### src/rtl/sargantana_icache_fill_arb_if.sv
// Signal bundle around the icache fill arbiter: demand and prefetch requests, the ifill
// request/response channel and the fill-write strobes. The arbiter uses the slave modport.
interface sargantana_icache_fill_arb_if #(
    parameter int PADDR_W = 40,
    parameter int WAY_W   = 2
);
    logic               flush_i;
    logic               dmd_valid_i;
    logic [PADDR_W-1:0] dmd_paddr_i;
    logic [WAY_W-1:0]   dmd_way_i;
    logic               dmd_kill_i;
    logic               dmd_ready_o;
    logic               dmd_done_o;
    logic               pf_valid_i;
    logic [PADDR_W-1:0] pf_paddr_i;
    logic [WAY_W-1:0]   pf_way_i;
    logic               pf_ready_o;
    logic               pf_drop_o;
    logic               l2_req_valid_o;
    logic [PADDR_W-1:0] l2_req_paddr_o;
    logic [WAY_W-1:0]   l2_req_way_o;
    logic               l2_req_ready_i;
    logic               l2_resp_valid_i;
    logic               l2_resp_inv_i;
    logic               fill_we_o;
    logic [WAY_W-1:0]   fill_way_o;
    logic               fill_is_pf_o;
    logic               busy_o;

    modport slave (
        input  flush_i, dmd_valid_i, dmd_paddr_i, dmd_way_i, dmd_kill_i,
               pf_valid_i, pf_paddr_i, pf_way_i, l2_req_ready_i, l2_resp_valid_i, l2_resp_inv_i,
        output dmd_ready_o, dmd_done_o, pf_ready_o, pf_drop_o, l2_req_valid_o, l2_req_paddr_o,
               l2_req_way_o, fill_we_o, fill_way_o, fill_is_pf_o, busy_o
    );

    modport master (
        output flush_i, dmd_valid_i, dmd_paddr_i, dmd_way_i, dmd_kill_i,
               pf_valid_i, pf_paddr_i, pf_way_i, l2_req_ready_i, l2_resp_valid_i, l2_resp_inv_i,
        input  dmd_ready_o, dmd_done_o, pf_ready_o, pf_drop_o, l2_req_valid_o, l2_req_paddr_o,
               l2_req_way_o, fill_we_o, fill_way_o, fill_is_pf_o, busy_o
    );
endinterface

### src/rtl/sargantana_icache_fill_arb.sv
// Single-outstanding icache fill arbiter between demand misses and a next-line prefetcher.
// Define ICACHE_NLP_FILL_EN to build the prefetch queue, de-duplication and demand merge.
module sargantana_icache_fill_arb #(
    parameter int PADDR_W    = 40,
    parameter int WAY_W      = 2,
    parameter int LINE_OFF_W = 5,
    parameter int PF_DEPTH   = 2
) (
    input logic clk_i,
    input logic rst_i,
    sargantana_icache_fill_arb_if.slave bus
);
    localparam int LINE_W = PADDR_W - LINE_OFF_W;

    typedef enum logic [1:0] {S_IDLE, S_REQ, S_WAIT} state_e;
    typedef enum logic {OWN_DMD, OWN_PF} owner_e;

    state_e            state_q, state_d;
    owner_e            owner_q;
    logic              killed_q;
    logic              is_pf_q;
    logic [LINE_W-1:0] req_line_q;
    logic [WAY_W-1:0]  req_way_q;

    logic              busy, resp_ok, dmd_take, kill_now, killed_eff;
    logic              merge_ok, merge, pop_start;
    logic [LINE_W-1:0] dmd_line, pop_line;
    logic [WAY_W-1:0]  pop_way;
    logic              dmd_ready, l2_req_valid, fill_we, dmd_done;

    assign busy       = (state_q != S_IDLE);
    assign resp_ok    = bus.l2_resp_valid_i & ~bus.l2_resp_inv_i;
    assign dmd_line   = bus.dmd_paddr_i[PADDR_W-1:LINE_OFF_W];
    assign dmd_take   = (state_q == S_IDLE) & bus.dmd_valid_i & ~bus.dmd_kill_i;
    assign kill_now   = busy & (owner_q == OWN_DMD) & bus.dmd_kill_i;
    assign killed_eff = killed_q | kill_now;
    assign merge      = merge_ok & bus.dmd_valid_i;

    logic unused_dmd_off;
    assign unused_dmd_off = ^bus.dmd_paddr_i[LINE_OFF_W-1:0];

`ifdef ICACHE_NLP_FILL_EN
    localparam int PTR_W = $clog2(PF_DEPTH);
    localparam int CNT_W = PTR_W + 1;

    logic [LINE_W-1:0]   q_line [PF_DEPTH];
    logic [WAY_W-1:0]    q_way  [PF_DEPTH];
    logic [PF_DEPTH-1:0] q_vld;
    logic [PTR_W-1:0]    rd_ptr, wr_ptr;
    logic [CNT_W-1:0]    count;
    logic [LINE_W-1:0]   pf_line;
    logic                pf_ready, q_hit, dup, push, store, pop;

    assign pf_line   = bus.pf_paddr_i[PADDR_W-1:LINE_OFF_W];
    assign pf_ready  = (count != CNT_W'(PF_DEPTH));
    assign dup       = q_hit | (busy & (pf_line == req_line_q)) | (dmd_take & (pf_line == dmd_line));
    assign push      = bus.pf_valid_i & pf_ready & ~bus.flush_i;
    assign store     = push & ~dup;
    assign pop       = (state_q == S_IDLE) & ~dmd_take & (count != '0);
    // A head entry invalidated by an earlier demand is popped and discarded without a fill.
    assign pop_start = pop & q_vld[rd_ptr];
    assign pop_line  = q_line[rd_ptr];
    assign pop_way   = q_way[rd_ptr];
    assign merge_ok  = busy & (owner_q == OWN_PF) & (dmd_line == req_line_q) & ~bus.dmd_kill_i;

    always_comb begin
        q_hit = 1'b0;
        for (int i = 0; i < PF_DEPTH; i++) begin
            if (q_vld[i] && (q_line[i] == pf_line)) q_hit = 1'b1;
        end
    end

    always_ff @(posedge clk_i or posedge rst_i) begin
        if (rst_i) begin
            q_vld  <= '0;
            rd_ptr <= '0;
            wr_ptr <= '0;
            count  <= '0;
        end else if (bus.flush_i) begin
            q_vld  <= '0;
            rd_ptr <= '0;
            wr_ptr <= '0;
            count  <= '0;
        end else begin
            for (int i = 0; i < PF_DEPTH; i++) begin
                if (dmd_take && (q_line[i] == dmd_line)) q_vld[i] <= 1'b0;
            end
            if (pop) begin
                q_vld[rd_ptr] <= 1'b0;
                rd_ptr        <= rd_ptr + PTR_W'(1);
            end
            if (store) begin
                q_vld[wr_ptr] <= 1'b1;
                wr_ptr        <= wr_ptr + PTR_W'(1);
            end
            count <= count + CNT_W'(store) - CNT_W'(pop);
        end
    end

    // NOTE: queue payload is not reset; q_vld alone decides whether an entry is live.
    always_ff @(posedge clk_i) begin
        if (store) begin
            q_line[wr_ptr] <= pf_line;
            q_way[wr_ptr]  <= bus.pf_way_i;
        end
    end

    logic unused_pf_off;
    assign unused_pf_off    = ^bus.pf_paddr_i[LINE_OFF_W-1:0];
    assign bus.pf_ready_o   = pf_ready;
    assign bus.pf_drop_o    = push & dup;
    assign bus.fill_is_pf_o = is_pf_q & busy;
`else
    assign pop_start = 1'b0;
    assign pop_line  = '0;
    assign pop_way   = '0;
    assign merge_ok  = 1'b0;

    logic unused_pf;
    assign unused_pf = ^{bus.flush_i, bus.pf_valid_i, bus.pf_paddr_i, bus.pf_way_i, is_pf_q};
    assign bus.pf_ready_o   = 1'b0;
    assign bus.pf_drop_o    = 1'b0;
    assign bus.fill_is_pf_o = 1'b0;
`endif

    always_ff @(posedge clk_i or posedge rst_i) begin
        if (rst_i) state_q <= S_IDLE;
        else       state_q <= state_d;
    end

    always_comb begin
        state_d = state_q;
        case (state_q)
            S_IDLE:  if (dmd_take || pop_start) state_d = S_REQ;
            S_REQ:   if (bus.l2_req_ready_i) state_d = S_WAIT;
            S_WAIT:  if (resp_ok) state_d = S_IDLE;
            default: state_d = S_IDLE;
        endcase
    end

    // NOTE: every combinational output gets a default first so no path can infer a latch.
    always_comb begin
        dmd_ready    = 1'b0;
        l2_req_valid = 1'b0;
        fill_we      = 1'b0;
        dmd_done     = 1'b0;
        case (state_q)
            S_IDLE: dmd_ready = 1'b1;
            S_REQ: begin
                l2_req_valid = 1'b1;
                dmd_ready    = merge_ok;
            end
            S_WAIT: begin
                dmd_ready = merge_ok;
                if (resp_ok) begin
                    fill_we  = ~killed_eff;
                    dmd_done = ((owner_q == OWN_DMD) & ~killed_eff) | merge;
                end
            end
            default: ;
        endcase
    end

    always_ff @(posedge clk_i or posedge rst_i) begin
        if (rst_i) begin
            owner_q    <= OWN_DMD;
            killed_q   <= 1'b0;
            is_pf_q    <= 1'b0;
            req_line_q <= '0;
            req_way_q  <= '0;
        end else if (dmd_take) begin
            owner_q    <= OWN_DMD;
            killed_q   <= 1'b0;
            is_pf_q    <= 1'b0;
            req_line_q <= dmd_line;
            req_way_q  <= bus.dmd_way_i;
        end else if (pop_start) begin
            owner_q    <= OWN_PF;
            killed_q   <= 1'b0;
            is_pf_q    <= 1'b1;
            req_line_q <= pop_line;
            req_way_q  <= pop_way;
        end else begin
            if (merge) begin
                owner_q  <= OWN_DMD;
                killed_q <= 1'b0;
            end else if (kill_now) begin
                killed_q <= 1'b1;
            end
            if ((state_q == S_WAIT) && resp_ok) killed_q <= 1'b0;
        end
    end

    assign bus.dmd_ready_o    = dmd_ready;
    assign bus.dmd_done_o     = dmd_done;
    assign bus.l2_req_valid_o = l2_req_valid;
    assign bus.l2_req_paddr_o = {req_line_q, {LINE_OFF_W{1'b0}}};
    assign bus.l2_req_way_o   = req_way_q;
    assign bus.fill_we_o      = fill_we;
    assign bus.fill_way_o     = req_way_q;
    assign bus.busy_o         = busy;
endmodule

### src/flat_wrapper.sv
// flat-port wrapper written by rule: the top's interface ports become plain ports
module sargantana_icache_fill_arb_flat 
#(
    parameter int PADDR_W    = 40,
    parameter int WAY_W      = 2,
    parameter int LINE_OFF_W = 5,
    parameter int PF_DEPTH   = 2
)
  (clk_i, rst_i, bus_flush_i, bus_dmd_valid_i, bus_dmd_paddr_i, bus_dmd_way_i, bus_dmd_kill_i, bus_pf_valid_i, bus_pf_paddr_i, bus_pf_way_i, bus_l2_req_ready_i, bus_l2_resp_valid_i, bus_l2_resp_inv_i, bus_dmd_ready_o, bus_dmd_done_o, bus_pf_ready_o, bus_pf_drop_o, bus_l2_req_valid_o, bus_l2_req_paddr_o, bus_l2_req_way_o, bus_fill_we_o, bus_fill_way_o, bus_fill_is_pf_o, bus_busy_o);
  sargantana_icache_fill_arb_if #(.PADDR_W(PADDR_W), .WAY_W(WAY_W)) bus_i ();
  input logic clk_i;
  input logic rst_i;
  input wire logic [$bits(bus_i.flush_i)-1:0] bus_flush_i;
  input wire logic [$bits(bus_i.dmd_valid_i)-1:0] bus_dmd_valid_i;
  input wire logic [$bits(bus_i.dmd_paddr_i)-1:0] bus_dmd_paddr_i;
  input wire logic [$bits(bus_i.dmd_way_i)-1:0] bus_dmd_way_i;
  input wire logic [$bits(bus_i.dmd_kill_i)-1:0] bus_dmd_kill_i;
  input wire logic [$bits(bus_i.pf_valid_i)-1:0] bus_pf_valid_i;
  input wire logic [$bits(bus_i.pf_paddr_i)-1:0] bus_pf_paddr_i;
  input wire logic [$bits(bus_i.pf_way_i)-1:0] bus_pf_way_i;
  input wire logic [$bits(bus_i.l2_req_ready_i)-1:0] bus_l2_req_ready_i;
  input wire logic [$bits(bus_i.l2_resp_valid_i)-1:0] bus_l2_resp_valid_i;
  input wire logic [$bits(bus_i.l2_resp_inv_i)-1:0] bus_l2_resp_inv_i;
  output wire logic [$bits(bus_i.dmd_ready_o)-1:0] bus_dmd_ready_o;
  output wire logic [$bits(bus_i.dmd_done_o)-1:0] bus_dmd_done_o;
  output wire logic [$bits(bus_i.pf_ready_o)-1:0] bus_pf_ready_o;
  output wire logic [$bits(bus_i.pf_drop_o)-1:0] bus_pf_drop_o;
  output wire logic [$bits(bus_i.l2_req_valid_o)-1:0] bus_l2_req_valid_o;
  output wire logic [$bits(bus_i.l2_req_paddr_o)-1:0] bus_l2_req_paddr_o;
  output wire logic [$bits(bus_i.l2_req_way_o)-1:0] bus_l2_req_way_o;
  output wire logic [$bits(bus_i.fill_we_o)-1:0] bus_fill_we_o;
  output wire logic [$bits(bus_i.fill_way_o)-1:0] bus_fill_way_o;
  output wire logic [$bits(bus_i.fill_is_pf_o)-1:0] bus_fill_is_pf_o;
  output wire logic [$bits(bus_i.busy_o)-1:0] bus_busy_o;
  assign bus_i.flush_i = bus_flush_i;
  assign bus_i.dmd_valid_i = bus_dmd_valid_i;
  assign bus_i.dmd_paddr_i = bus_dmd_paddr_i;
  assign bus_i.dmd_way_i = bus_dmd_way_i;
  assign bus_i.dmd_kill_i = bus_dmd_kill_i;
  assign bus_i.pf_valid_i = bus_pf_valid_i;
  assign bus_i.pf_paddr_i = bus_pf_paddr_i;
  assign bus_i.pf_way_i = bus_pf_way_i;
  assign bus_i.l2_req_ready_i = bus_l2_req_ready_i;
  assign bus_i.l2_resp_valid_i = bus_l2_resp_valid_i;
  assign bus_i.l2_resp_inv_i = bus_l2_resp_inv_i;
  assign bus_dmd_ready_o = bus_i.dmd_ready_o;
  assign bus_dmd_done_o = bus_i.dmd_done_o;
  assign bus_pf_ready_o = bus_i.pf_ready_o;
  assign bus_pf_drop_o = bus_i.pf_drop_o;
  assign bus_l2_req_valid_o = bus_i.l2_req_valid_o;
  assign bus_l2_req_paddr_o = bus_i.l2_req_paddr_o;
  assign bus_l2_req_way_o = bus_i.l2_req_way_o;
  assign bus_fill_we_o = bus_i.fill_we_o;
  assign bus_fill_way_o = bus_i.fill_way_o;
  assign bus_fill_is_pf_o = bus_i.fill_is_pf_o;
  assign bus_busy_o = bus_i.busy_o;
  sargantana_icache_fill_arb #(.PADDR_W(PADDR_W), .WAY_W(WAY_W), .LINE_OFF_W(LINE_OFF_W), .PF_DEPTH(PF_DEPTH)) u_core (.clk_i(clk_i), .rst_i(rst_i), .bus(bus_i));
endmodule
### config.mk
export PLATFORM = sky130hd
export DESIGN_NAME = sargantana_icache_fill_arb_flat
export DESIGN_NICKNAME = d
export VERILOG_FILES = /design/src/rtl/sargantana_icache_fill_arb_if.sv /design/src/rtl/sargantana_icache_fill_arb.sv /design/src/flat_wrapper.sv
export SDC_FILE = /design/constraint.sdc
export NUM_CORES = 1
export LEC_CHECK = 0
export ABC_CLOCK_PERIOD_IN_PS = 2540
export BUFFER_PORTS_ARGS = -buffer_cell sky130_fd_sc_hd__buf_4
export CAP_MARGIN = 10
export CORE_ASPECT_RATIO = 2
export CORE_MARGIN = 5
export CORE_UTILIZATION = 40
export DETAILED_ROUTE_END_ITERATION = 6
export MAX_ROUTING_LAYER = met4
export PLACE_DENSITY = 0.84
export SYNTH_ARGS = -nofsm -noshare
export SYNTH_HDL_FRONTEND = slang
export SYNTH_SLANG_ARGS = --single-unit
### constraint.sdc
create_clock -name clk_i -period 2.54 [get_ports clk_i]
set_clock_uncertainty 0.15 [all_clocks]
set_input_delay 0.127 -clock clk_i [delete_from_list [all_inputs] [get_ports clk_i]]
set_output_delay 0.127 -clock clk_i [all_outputs]
set_load 0.05 [all_outputs]
# Word-level counts from Yosys, hierarchy flattened
# Cells that the tools add are included.
[word_totals]
input_bits = 93
out_inout_bits = 52
register_bits = 40
wordCells = 33
[classes]
n_bitwise = 8
n_mux = 11
reduce_logical = 5
n_eq_ne = 5
[ops]
columns = ["operator", "count"]
rows = [
  ["$mux 1", 7],
  ["$mux 2", 3],
  ["$pmux 2 s3", 1],
  ["$and 1x1->1", 4],
  ["$ne 2x1->1 const B", 2],
  ["$not 1->1", 3],
  ["$reduce_and 3->1", 1],
  ["$reduce_bool 3->1", 1],
  ["$eq 2x1->1 const B", 1],
  ["$eq 2x2->1 const B", 1],
  ["$logic_not 2->1", 1],
  ["$ne 2x2->1 const B", 1],
  ["$reduce_bool 2->1", 1],
  ["$logic_and 1x1->1", 1],
  ["$or 1x1->1", 1],
]

# Longest topological paths before layout
[depth]
ltp_word = 6
mapped_depth = 4
ltp_nobuf = 2

# Worst setup path after synthesis
# Ideal clock, no wire load.
[synth_timing]
path_type = "reg2out"
from = "reg u_core.state_q[0]"
to = "out bus_fill_we_o"
n_path_buf = 1
stages_incl_launch_ff = 4
setup_slack_ps = 170
required_time_ps = 2263
t_arrival_ps = 2093
cell_sequence = "dfrtp_1 -> nand4bb_1 -> nor3_1 -> buf_4"
[synth_via]
elab_chain_cells = 6
elab_cells_between_ends = 7
classes_between = "eq/ne (1); mux (2); bitwise (3); reduce/logical (1)"
[synth_rtl]
columns = ["item", "line", "source"]
rows = [
  ["start, declared", "sargantana_icache_fill_arb.sv:18", "state_e state_q, state_d;"],
  ["start signal, assigned", "sargantana_icache_fill_arb.sv:128", "else state_q <= state_d;"],
  ["$reduce_bool 2->1", "sargantana_icache_fill_arb.sv:31", "assign busy = (state_q != S_IDLE);"],
  ["$and 1x1->1", "sargantana_icache_fill_arb.sv:35", "assign kill_now = busy & (owner_q == OWN_DMD) & bus.dmd_kill_i;"],
  ["$or 1x1->1", "sargantana_icache_fill_arb.sv:36", "assign killed_eff = killed_q | kill_now;"],
  ["$not 1->1", "--", ""],
  ["$mux 1", "--", ""],
  ["$mux 1 (*)", "--", ""],
  ["end, declared", "flat_wrapper.sv:31", "output wire logic [$bits(bus_i.fill_we_o)-1:0] bus_fill_we_o;"],
]
# Mark *: on every way between the ends. The rest lies on a longest branch, timed or not.

# Worst setup path in the final report
[layout_timing]
from = "reg u_core.state_q[0]"
to = "reg u_core.req_line_q[17]"
[layout_via]
elab_chain_cells = 3
[layout_rtl]
columns = ["item", "line", "source"]
rows = [
  ["$logic_not 2->1", "sargantana_icache_fill_arb.sv:34", "assign dmd_take = (state_q == S_IDLE) & bus.dmd_valid_i & ~bus.dmd_kill_i;"],
  ["$and 1x1->1 (2 in a row)", "sargantana_icache_fill_arb.sv:34", ""],
  ["end signal, assigned", "sargantana_icache_fill_arb.sv:175", "req_line_q <= dmd_line;"],
  ["end signal, assigned", "sargantana_icache_fill_arb.sv:181", "req_line_q <= pop_line;"],
  ["end, declared", "sargantana_icache_fill_arb.sv:22", "logic [LINE_W-1:0] req_line_q;"],
]
# Every way passes these cells.
# A chain may end at the register's enable or synchronous reset.

==> results.json <==
{
  "timing.critical_path.to_type": "flop",
  "ys_seq_elements": 40,
  "clk_pin_slew_ns": 0.08,
  "cp-start-kind": "flop",
  "max_freq_ghz": 0.553,
  "synth.avg_cell_area_um2": 15.3,
  "hpwl_um": 2920,
  "worst-path-buf-inv": 1,
  "cp_slowest_cell": "dfrtp_1",
  "cp.required_ns": 2.56,
  "grt_pass1_vias": 1475,
  "start_util": 0.409,
  "rsz0062_at_grt": "no",
  "drt_iter0_drc": 9,
  "finalSetupViolations": 0,
  "placement.io_buffers": 87,
  "slew_viol_final": 0,
  "ys_seq_area_frac": 0.605,
  "fin_crit_sh": 0.712,
  "die_h_um": 101,
  "min_period_ns": 1.81,
  "root_buffer": "clkbuf_8",
  "chipWidth_um": 55.5,
  "cp_top_family": "flip-flops",
  "path_cells": "nor4b_4 -> buf_4 -> mux2_2",
  "path_class": "reg -> reg",
  "mostFrequentLayoutCells": "buf_4, dlygate4sd3_1, dfrtp_1, mux2_2",
  "post_cts_buffers": 0,
  "antenna_cells": 0,
  "clock_latency_ns": 0.28,
  "num_vias": 1297,
  "cts_buffer_depth": 2,
  "grt_overflow": 0,
  "place_area_um2": 2300,
  "syn_to_final_growth_pct": 68.0,
  "final_nets": 330,
  "numCtsBuffers": 5,
  "drc": 0,
  "cts.sinks": 40,
  "ios": 145,
  "antenna_found_initial": 0,
  "dieArea_um2": 5600,
  "ir_drop_uv": 917,
  "num-fill-cells": 284,
  "finalHoldViolCount": 0,
  "multi_input_area_um2": 548,
  "core_um2": 4050,
  "ctsHtreeMaxLevel": 2,
  "syn_inst": 108,
  "setup_tns_ns": 0,
  "hold_ws_ns": 0.0152,
  "p_leak_nw": 1.34,
  "placementRows": 33,
  "syn_area_um2": 1650,
  "synth_cell_type_count": 18,
  "stdcell_area_um2": 2780,
  "yosys_warnings": 0,
  "drive_above_1_share": 0.536,
  "hp-class": "in -> reg",
  "wl_um": 4340,
  "seq_area_um2": 1000,
  "cts_tree": "built",
  "layout_commonest_cell": "buf_4",
  "grt_pass1_wl_um": 6960,
  "antenna_left": 0,
  "track_usage": 0.166,
  "finalPower_mw": 3.97,
  "power.density_nw_per_um2": 1430,
  "wl_per_cell_um": 15.0,
  "drt-pass1-iter-count": 4,
  "vias_per_cell": 4.49,
  "max_stage_delay_ns": 0.45,
  "gp_congestion": 0.762,
  "maxCapViolations": 0,
  "grt_max_degree": 41,
  "critPathMaxFanout": 26,
  "arrival_ns": 1.83,
  "status": "finished, final reports clean"
}
==> sequential cells by signal, summed over array words and instances, names as in the netlist <==
name and flops:
u_core.bus.fill_way_o 2, u_core.killed_q 1, u_core.req_line_q 35, u_core.state_q 2
==> Yosys cell counts <==
cell type / count / share of area
a21o_1: 1 / 0.0045
a22o_1: 1 / 0.0053
buf_4: 13 / 0.059
buf_6: 2 / 0.014
conb_1: 1 / 0.0023
dfrtp_1: 40 / 0.61
inv_1: 3 / 0.0068
mux2_1: 8 / 0.054
mux2_2: 29 / 0.20
nand2b_1: 1 / 0.0038
nand4bb_1: 1 / 0.0068
nor2_1: 1 / 0.0023
nor2b_1: 2 / 0.0076
nor3_1: 1 / 0.0030
nor4b_4: 1 / 0.014
nor4bb_1: 1 / 0.0061
or2_2: 1 / 0.0038
or3_1: 1 / 0.0038
==> report_power, final <==
group          switching, mW  leakage, nW  internal (mW)
sequential             0.189        0.471          0.958
clock                  0.204       0.0410          0.187
combinational           1.62        0.830          0.817
total                   2.01         1.34           1.96
==> path summary, 6_finish.rpt <==
kind	startpoint	endpoint	slack [ns]	cells past startpoint
min	bus_dmd_kill_i	u_core.killed_q	0.02	3
min in group asynchronous	rst_i	u_core.req_line_q[25]	0.36	4
max in group asynchronous	rst_i	u_core.req_line_q[29]	1.53	4
max reg2reg	u_core.state_q[0]	u_core.req_line_q[17]	0.73	3
min reg2reg	u_core.req_line_q[24]	u_core.req_line_q[24]	0.35	1
max	u_core.state_q[0]	u_core.req_line_q[17]	0.73	3
==> routing by layer <==
| metal | routed length (um) | vias to the layer above | track usage | part of all wire |
|---|---|---|---|---|
| met1 | 1480 | 612 | 0.161 | 0.34 |
| met5 | 0 | - | - | 0 |
| met2 | 2470 | 69 | 0.309 | 0.57 |
| li1 | - | 606 | - | - |
| met4 | 114 | 0 | 0.0674 | 0.026 |
| met3 | 279 | 10 | 0.0397 | 0.064 |
==> kinds of logic after synthesis <==
group	Yosys count	share of synthesized area
DFF	40	0.605
muxes	37	0.252
buffers and inverters	18	0.0794
and+or+nand+nor	10	0.0514
AOI/OAI and AO/OA	2	0.00984
other	1	0.00227
==> final cells by class <==
class | instances | area share
timing repair buffer | 130 | 0.387
sequential | 40 | 0.360
multi-input combinational | 57 | 0.197
clock buffer | 6 | 0.0261
tap | 52 | 0.0234
inverter | 3 | 0.00405
clock inverter | 1 | 0.00180
==> per-stage QoR <==
step	setup slack (ns)	cells	util
after global placement	0.796	242	0.569
after global routing	0.644	289	0.687
after CTS	0.718	289	0.687
final	0.730	289	0.687
after detailed placement	0.757	242	0.569
after floorplan	0.170	115	-
==> tightest hold or removal path, cell delays in order <==
cell and delay (ns):
buf_4 0.13, nor2_1 0.10, nor4bb_1 0.05
==> timing repair <==
action | CTS | global route
hold buffers | 40 | 0
endpoints found under the hold margin | 79 | 0
gates resized for setup | 0 | 0
Power figures use the tool's default switching activity.
